==> config.mk <==
export PLATFORM = sky130hd
export DESIGN_NAME = pipeline_ctrl_flat
export DESIGN_NICKNAME = d
export VERILOG_FILES = /design/src/rtl/pipeline_ctrl_pkg.sv /design/src/rtl/pipeline_ctrl_if.sv /design/src/rtl/pipeline_ctrl_perf_counters.sv /design/src/rtl/pipeline_ctrl.sv /design/src/flat_wrapper.sv
export SDC_FILE = /design/constraint.sdc
export NUM_CORES = 1
export LEC_CHECK = 0
export BUFFER_PORTS_ARGS = -buffer_cell sky130_fd_sc_hd__buf_2
export CORE_UTILIZATION = 29
export CTS_BUF_LIST = sky130_fd_sc_hd__clkbuf_2
export CTS_CLUSTER_DIAMETER = 100
export DETAILED_ROUTE_END_ITERATION = 8
export PLACE_DENSITY_LB_ADDON = 0.15
export SLEW_MARGIN = 20
export SYNTH_ARGS = -nofsm -noshare
export SYNTH_HDL_FRONTEND = slang
export SYNTH_HIERARCHICAL = 1
export SYNTH_SLANG_ARGS = --single-unit
==> constraint.sdc <==
create_clock -name CLK -period 7 [get_ports CLK]
set_clock_uncertainty 0.15 [all_clocks]
set_input_delay 2.1 -clock CLK [delete_from_list [all_inputs] [get_ports CLK]]
set_output_delay 2.1 -clock CLK [all_outputs]
set_load 0.03 [all_outputs]
==> src/rtl/pipeline_ctrl_pkg.sv <==
// ============================================================================
// Module : cpu_types_pkg
// Brief  : Latch-command and controller-state types shared by pipeline_ctrl.
// Rev    : 1.0  initial release
// ============================================================================
`default_nettype none

package cpu_types_pkg;

  typedef enum logic [1:0] {
    PIPE_RUN   = 2'd0,
    PIPE_STALL = 2'd1,
    PIPE_FLUSH = 2'd2
  } pipe_state_t;

  typedef enum logic [1:0] {
    RUN    = 2'd0,
    DWAIT  = 2'd1,
    HALTED = 2'd2
  } pctl_state_t;

  // $0 is hard-wired to zero, so writing it never creates a dependence.
  function automatic logic load_use_hazard(
    input logic       dren_ex,
    input logic       regwrite_ex,
    input logic [4:0] wsel_ex,
    input logic [4:0] rs_dec,
    input logic [4:0] rt_dec
  );
    return dren_ex && regwrite_ex && (wsel_ex != 5'd0) &&
           ((wsel_ex == rs_dec) || (wsel_ex == rt_dec));
  endfunction

endpackage

`default_nettype wire

==> src/rtl/pipeline_ctrl_if.sv <==
// ============================================================================
// Module : pipeline_ctrl_if
// Brief  : Hazard inputs and latch commands of pipeline_ctrl; the counter
//          signals exist only when PIPE_PERF_CNT_EN is defined.
// Rev    : 1.0  initial release
// ============================================================================
`default_nettype none

interface pipeline_ctrl_if #(
  parameter int CNT_W = 32
);
  import cpu_types_pkg::*;

  logic        ihit;
  logic        dhit;
  logic        dREN_mem;
  logic        dWEN_mem;
  logic        redirect_mem;
  logic        dREN_ex;
  logic        RegWrite_ex;
  logic [4:0]  regWSEL_ex;
  logic [4:0]  rs_dec;
  logic [4:0]  rt_dec;
  logic        halt_mem;
  logic        halt_wb;
  pipe_state_t fd_state;
  pipe_state_t de_state;
  pipe_state_t em_state;
  pipe_state_t mw_state;
  logic        pc_en;
  logic        dmem_wait;
  logic        halt;
`ifdef PIPE_PERF_CNT_EN
  logic             valid_mem;
  logic [CNT_W-1:0] stall_cycles;
  logic [CNT_W-1:0] flush_count;
  logic [CNT_W-1:0] retired;
`endif

  modport master (
    input  ihit, dhit, dREN_mem, dWEN_mem, redirect_mem,
    input  dREN_ex, RegWrite_ex, regWSEL_ex, rs_dec, rt_dec,
    input  halt_mem, halt_wb,
`ifdef PIPE_PERF_CNT_EN
    input  valid_mem,
    output stall_cycles, flush_count, retired,
`endif
    output fd_state, de_state, em_state, mw_state, pc_en, dmem_wait, halt
  );

  modport slave (
    output ihit, dhit, dREN_mem, dWEN_mem, redirect_mem,
    output dREN_ex, RegWrite_ex, regWSEL_ex, rs_dec, rt_dec,
    output halt_mem, halt_wb,
`ifdef PIPE_PERF_CNT_EN
    output valid_mem,
    input  stall_cycles, flush_count, retired,
`endif
    input  fd_state, de_state, em_state, mw_state, pc_en, dmem_wait, halt
  );

endinterface

`default_nettype wire

==> src/rtl/pipeline_ctrl_perf_counters.sv <==
// ============================================================================
// Module : pipe_perf_counters
// Brief  : Saturating stall / flush / retire counters, frozen while halted.
// Rev    : 1.0  initial release
// ============================================================================
`default_nettype none

module pipe_perf_counters #(
  parameter int CNT_W = 32
) (
  input  logic             CLK,
  input  logic             RST,
  input  logic             halted,
  input  logic             stall_evt,
  input  logic             flush_evt,
  input  logic             retire_evt,
  output logic [CNT_W-1:0] stall_cycles,
  output logic [CNT_W-1:0] flush_count,
  output logic [CNT_W-1:0] retired
);

  always_ff @(posedge CLK) begin
    if (RST) begin
      stall_cycles <= '0;
      flush_count  <= '0;
      retired      <= '0;
    end else if (!halted) begin
      if (stall_evt && (stall_cycles != '1)) stall_cycles <= stall_cycles + CNT_W'(1);
      if (flush_evt && (flush_count  != '1)) flush_count  <= flush_count  + CNT_W'(1);
      if (retire_evt && (retired     != '1)) retired      <= retired      + CNT_W'(1);
    end
  end

endmodule

`default_nettype wire

==> src/rtl/pipeline_ctrl.sv <==
// ============================================================================
// Module : pipeline_ctrl
// Brief  : Hazard/latch controller for the 5-stage core (sticky halt, dcache
//          wait tracking). Optional counters under PIPE_PERF_CNT_EN.
// Rev    : 1.0  initial release
// ============================================================================
`default_nettype none

module pipeline_ctrl
  import cpu_types_pkg::*;
#(
  parameter int CNT_W = 32
) (
  input  logic           CLK,
  input  logic           RST,
  pipeline_ctrl_if.master bus
);

  pctl_state_t state;
  logic        halt_r;
  logic        dwait_r;
  logic        mem_busy;
  logic        load_use;
  logic        redirect_taken;
  pipe_state_t fd, de, em, mw;
  logic        pc_en;

  assign mem_busy = (bus.dREN_mem | bus.dWEN_mem) & ~bus.dhit;
  assign load_use = load_use_hazard(bus.dREN_ex, bus.RegWrite_ex, bus.regWSEL_ex,
                                    bus.rs_dec, bus.rt_dec);

  // First match wins; a redirect waiting behind a dcache miss is applied on dhit.
  always_comb begin
    fd = PIPE_RUN;  de = PIPE_RUN;  em = PIPE_RUN;  mw = PIPE_RUN;
    pc_en = 1'b1;
    redirect_taken = 1'b0;
    if (RST) begin
      fd = PIPE_FLUSH; de = PIPE_FLUSH; em = PIPE_FLUSH; mw = PIPE_FLUSH;
      pc_en = 1'b0;
    end else if ((state == HALTED) || mem_busy) begin
      fd = PIPE_STALL; de = PIPE_STALL; em = PIPE_STALL; mw = PIPE_STALL;
      pc_en = 1'b0;
    end else if (bus.redirect_mem) begin
      fd = PIPE_FLUSH; de = PIPE_FLUSH; em = PIPE_FLUSH;
      redirect_taken = 1'b1;
    end else if (load_use) begin
      fd = PIPE_STALL; de = PIPE_FLUSH;
      pc_en = 1'b0;
    end else if (bus.halt_mem) begin
      fd = PIPE_FLUSH; de = PIPE_FLUSH;
      pc_en = 1'b0;
    end else if (!bus.ihit) begin
      fd = PIPE_FLUSH;
      pc_en = 1'b0;
    end
  end

  always_ff @(posedge CLK) begin
    if (RST) begin
      state   <= RUN;
      halt_r  <= 1'b0;
      dwait_r <= 1'b0;
    end else if (bus.halt_wb) begin
      state   <= HALTED;
      halt_r  <= 1'b1;
      dwait_r <= 1'b0;
    end else begin
      case (state)
        RUN: if (mem_busy) begin
          state   <= DWAIT;
          dwait_r <= 1'b1;
        end
        DWAIT: if (bus.dhit) begin
          state   <= RUN;
          dwait_r <= 1'b0;
        end
        HALTED: state <= HALTED;
        default: begin
          state   <= RUN;
          halt_r  <= 1'b0;
          dwait_r <= 1'b0;
        end
      endcase
    end
  end

  assign bus.fd_state  = fd;
  assign bus.de_state  = de;
  assign bus.em_state  = em;
  assign bus.mw_state  = mw;
  assign bus.pc_en     = pc_en;
  assign bus.halt      = halt_r;
  assign bus.dmem_wait = dwait_r;

`ifdef PIPE_PERF_CNT_EN
  pipe_perf_counters #(.CNT_W(CNT_W)) u_perf (
    .CLK          (CLK),
    .RST          (RST),
    .halted       (state == HALTED),
    .stall_evt    (~pc_en),
    .flush_evt    (redirect_taken),
    .retire_evt   ((mw == PIPE_RUN) & bus.valid_mem),
    .stall_cycles (bus.stall_cycles),
    .flush_count  (bus.flush_count),
    .retired      (bus.retired)
  );
`endif

endmodule

`default_nettype wire

==> src/flat_wrapper.sv <==
// flat-port wrapper written by rule: the top's interface ports become plain ports
module pipeline_ctrl_flat import cpu_types_pkg::*;
#(
  parameter int CNT_W = 32
)
  (CLK, RST, bus_ihit, bus_dhit, bus_dREN_mem, bus_dWEN_mem, bus_redirect_mem, bus_dREN_ex, bus_RegWrite_ex, bus_regWSEL_ex, bus_rs_dec, bus_rt_dec, bus_halt_mem, bus_halt_wb, bus_fd_state, bus_de_state, bus_em_state, bus_mw_state, bus_pc_en, bus_dmem_wait, bus_halt);
  pipeline_ctrl_if #(.CNT_W(CNT_W)) bus_i ();
  input  logic CLK;
  input  logic RST;
  input wire logic [$bits(bus_i.ihit)-1:0] bus_ihit;
  input wire logic [$bits(bus_i.dhit)-1:0] bus_dhit;
  input wire logic [$bits(bus_i.dREN_mem)-1:0] bus_dREN_mem;
  input wire logic [$bits(bus_i.dWEN_mem)-1:0] bus_dWEN_mem;
  input wire logic [$bits(bus_i.redirect_mem)-1:0] bus_redirect_mem;
  input wire logic [$bits(bus_i.dREN_ex)-1:0] bus_dREN_ex;
  input wire logic [$bits(bus_i.RegWrite_ex)-1:0] bus_RegWrite_ex;
  input wire logic [$bits(bus_i.regWSEL_ex)-1:0] bus_regWSEL_ex;
  input wire logic [$bits(bus_i.rs_dec)-1:0] bus_rs_dec;
  input wire logic [$bits(bus_i.rt_dec)-1:0] bus_rt_dec;
  input wire logic [$bits(bus_i.halt_mem)-1:0] bus_halt_mem;
  input wire logic [$bits(bus_i.halt_wb)-1:0] bus_halt_wb;
  output wire logic [$bits(bus_i.fd_state)-1:0] bus_fd_state;
  output wire logic [$bits(bus_i.de_state)-1:0] bus_de_state;
  output wire logic [$bits(bus_i.em_state)-1:0] bus_em_state;
  output wire logic [$bits(bus_i.mw_state)-1:0] bus_mw_state;
  output wire logic [$bits(bus_i.pc_en)-1:0] bus_pc_en;
  output wire logic [$bits(bus_i.dmem_wait)-1:0] bus_dmem_wait;
  output wire logic [$bits(bus_i.halt)-1:0] bus_halt;
  assign bus_i.ihit = bus_ihit;
  assign bus_i.dhit = bus_dhit;
  assign bus_i.dREN_mem = bus_dREN_mem;
  assign bus_i.dWEN_mem = bus_dWEN_mem;
  assign bus_i.redirect_mem = bus_redirect_mem;
  assign bus_i.dREN_ex = bus_dREN_ex;
  assign bus_i.RegWrite_ex = bus_RegWrite_ex;
  assign bus_i.regWSEL_ex = bus_regWSEL_ex;
  assign bus_i.rs_dec = bus_rs_dec;
  assign bus_i.rt_dec = bus_rt_dec;
  assign bus_i.halt_mem = bus_halt_mem;
  assign bus_i.halt_wb = bus_halt_wb;
  assign bus_fd_state = bus_i.fd_state;
  assign bus_de_state = bus_i.de_state;
  assign bus_em_state = bus_i.em_state;
  assign bus_mw_state = bus_i.mw_state;
  assign bus_pc_en = bus_i.pc_en;
  assign bus_dmem_wait = bus_i.dmem_wait;
  assign bus_halt = bus_i.halt;
  pipeline_ctrl #(.CNT_W(CNT_W)) u_core (.CLK(CLK), .RST(RST), .bus(bus_i));
endmodule
==> key figures <==
Run status
  • Status: completed

Floorplan
  • Initial core utilization: 31.9%
  • Core ar.: 1320 sq um
  • Die width: 40.1 um
  • Die area: around 1600 sq um
  • I/O pin count: 37
  • Rows: 13
  • Die Y: 40.1 um

Power
  • Clk pwr share: 23.9%
  • Gate power share: between 40% and 50%
  • Seq pwr share: 29.1%
  • Sw power: 0.0000335 W
  • Internal: 0.0000527 W
  • Pwr per Cell Area: around 140 nW/um^2
  • Peak VDD IR: ~47 uV
  • Sw Share: 38.8%
  • Leak pwr: 0.299 nW

Worst setup path
  • Worst Path Arrival: 3520 ps
  • R2r worst-path depth: 3
  • CP Launch Type: input port
  • CP Launch Point: bus_regWSEL_ex[1]
  • CP Capture Type: primary output
  • Required @ worst endpoint: 4750 ps
  • CP max FO: 3
  • Reg-to-Reg Start: u_core/state[1]$_SDFFE_PP0P_
  • R2r endpoint: u_core/bus.dmem_wait$_SDFFE_PP0P_
  • R2R setup slack: 5960 ps
  • Setup crit end: bus_fd_state[1]
  • Setup CP Type: in2out

Route
  • Via count: 484
  • DRC: 0
  • DR iter-0 viols: 4
  • Drt total wl: 1010 um
  • Final ANT Viol Nets: 0
  • Routed len/inst: 9.52 um
  • Drt pass-1 iters: 2
  • Drt via density: 4.57

Global routing
  • Vias in the first global route: 421
  • GRT busiest layer: met1
  • Grt met1 use: 22.0%
  • Overall routing resource usage: between 10% and 20%
  • Initial antenna violation count: 0
  • Met2 Use GR: 21.8%
  • GR Util met3: under 10%
  • First-pass GRT wire length: around 1700 um
  • Aggregate global routing overflow: 0
  • Largest net degree at the start of global routing: 12

Synthesis
  • Post-synth EDFFs: 0
  • Area contributors post-synth: xnor2_1 21%, dfxtp_1 19%, nor2_1 8.9%
  • Mux contribution to synthesized area: 0%
  • Prevailing post-synth register cell: dfxtp_1
  • Post-synth top area share: a little over a fifth
  • Synth Instances: 56
  • Post-synth top area cell: xnor2_1
  • Synthesized Nets: 82
  • Flops & latches, synth: 4
  • Post-synthesis xor/xnor area fraction: about a fifth
  • Post-synth ARST share: 0%
  • Simple-gate share of the synthesized area: 28.0%
  • Compound-cell area share of the yosys netlist: 24.7%
  • Mapped cell area: between 400 and 500 sq um
  • Post-synthesis adder-cell area fraction: 0%
  • Largest family of logic cells by synthesized area: simple AND/OR/NAND/NOR gates
  • Syn Area/Cell: 7.51 sq um
  • Yosys cell types: 25
  • Seq/Total Area, Yosys: 19.0%
  • Ys Warns: 6

Timing
  • Final Max Tran Viols: 0
  • Final period util: between 80% and 90%
  • FMAX: 173 MHz
  • Final setup vio count: 0
  • Hold_ws: 327 ps
  • Actual slew at the worst max-slew pin: 362 ps
  • Setup_tns: 0 ps
  • RSZ-0062 raised after global routing: no
  • Max_slew headroom: around three quarters
  • Fin worst setup slack: 1230 ps
  • Final hold viol count: 0
  • Post-route minimum period: 5770 ps

Place
  • Placed Area: 592 sq um
  • Placer congestion estimate: roughly 0.68
  • Pre-CTS setup slack: 1220 ps
  • I/O Buffers: 36
  • Post-DP HPWL: 865 um

Clock network
  • Resized cells post-CTS: 0
  • Total CTS buffers: 3
  • Post-CTS setup buffers: 0
  • H-tree depth: 1
  • CTS tree: done
  • Root buf cell: clkbuf_2
  • Clk sinks: 4
  • Clock latency on the worst-skew pair: 200 ps
  • Clock-pin slew on the worst setup and hold paths: 50 ps
  • Worst-case clock buffer depth: 2
  • Hold_buf cts: 0

Min path
  • HP Class: reg2reg

Cells and area
  • Area delta synth->final: 44.3%
  • Share of cells above drive strength 1: 47.3%
  • Antenna cell count: 0
  • Post-layout nets: 119
  • Final instance area: 607 sq um
  • Final Core Density: 46.1%

Job
  • Max_cap viols: 0
==> layout by cell type, fill, tap and decap left out <==
cell,n
a21oi_1,3
a211oi_1,1
or4_1,1
clkbuf_2,3
a21o_1,2
a211o_1,1
a221oi_2,1
o21bai_1,1
nor3_2,1
o22ai_1,1
o21a_1,1
inv_1,1
o211ai_2,1
xnor2_1,10
nor2_1,10
nor2b_1,1
nor4b_1,1
o21ai_2,1
nor3_1,2
nand3_1,2
dfxtp_1,4
or3_1,1
buf_2,36
nand2_1,4
nand2b_1,1
==> power groups by stage <==
stage / Clock [W] / Sequential (W) / Combinational (W)
floorplan: 0 / 0.0000267 / 0.0000256
global placement: 0 / 0.0000255 / 0.0000405
detailed placement: 0 / 0.0000255 / 0.0000406
CTS: 0.0000217 / 0.0000251 / 0.0000408
global route: 0.0000242 / 0.0000253 / 0.0000444
finish: 0.0000206 / 0.0000251 / 0.0000405
==> cell usage after synthesis (2+ instances only) <==
| cell | number |
|---|---|
| nor3_1 | 2 |
| dfxtp_1 | 4 |
| xnor2_1 | 10 |
| nand2_1 | 4 |
| buf_4 | 3 |
| nand3_1 | 2 |
| a21oi_1 | 3 |
| a21o_1 | 2 |
| nor2_1 | 10 |
==> critical path, stage by stage <==
cell and delay (ps):
buf_2 120, or4_1 540, o211ai_2 210, nor3_2 80
a221oi_2 250, buf_2 230
==> how the worst min path moves through the flow <==
stage / cells after the start / slack [ps] / from / end
final: 2 / 330 / u_core/bus.dmem_wait$_SDFFE_PP0P_ / u_core/bus.dmem_wait$_SDFFE_PP0P_
after floorplan: 3 / 350 / u_core/state[0]$_SDFFE_PP0P_ / u_core/bus.halt$_SDFFE_PP0P_
after global placement: 2 / 310 / u_core/bus.halt$_SDFFE_PP0P_ / u_core/bus.halt$_SDFFE_PP0P_
after global routing: 2 / 350 / u_core/bus.dmem_wait$_SDFFE_PP0P_ / u_core/bus.dmem_wait$_SDFFE_PP0P_
after detailed placement: 2 / 320 / u_core/bus.dmem_wait$_SDFFE_PP0P_ / u_core/bus.dmem_wait$_SDFFE_PP0P_
after CTS: 2 / 330 / u_core/bus.dmem_wait$_SDFFE_PP0P_ / u_core/bus.dmem_wait$_SDFFE_PP0P_
==> sequential cells by signal, summed over array words and instances, names as in the netlist <==
| name | count |
|---|---|
| u_core/state | 2 |
| u_core/bus.dmem_wait | 1 |
| u_core/bus.halt | 1 |
==> stage by stage <==
| stage | instances | total power, W |
|---|---|---|
| after global placement | 103 | 0.0000660 |
| final | 106 | 0.0000862 |
| after floorplan | 56 | 0.0000523 |
| after detailed placement | 103 | 0.0000661 |
| after global routing | 106 | 0.0000938 |
| after CTS | 106 | 0.0000875 |
==> routing by layer <==
layer	up-vias	wire (um)
li1	264	-
met2	16	469
met4	0	0
met3	0	48
met5	-	0
met1	204	491
==> cell type report <==
cell class / count / area (sq um)
clock buffer: 3 / 15.0
inverter: 1 / 3.75
fill: 142 / 711
sequential: 4 / 80.1
tap: 15 / 18.8
timing repair buffer: 36 / 180
multi-input combinational: 47 / 309
==> kinds of logic (layout without fill, tap and decap cells) <==
kind of cell,after synthesis,in the layout
AND/OR/NAND/NOR,24,24
AO/OA/AOI/OAI,13,13
XOR/XNOR,10,10
buffers and inverters,5,40
flip-flops,4,4
Note: power is estimated with default switching activity, not from simulation.
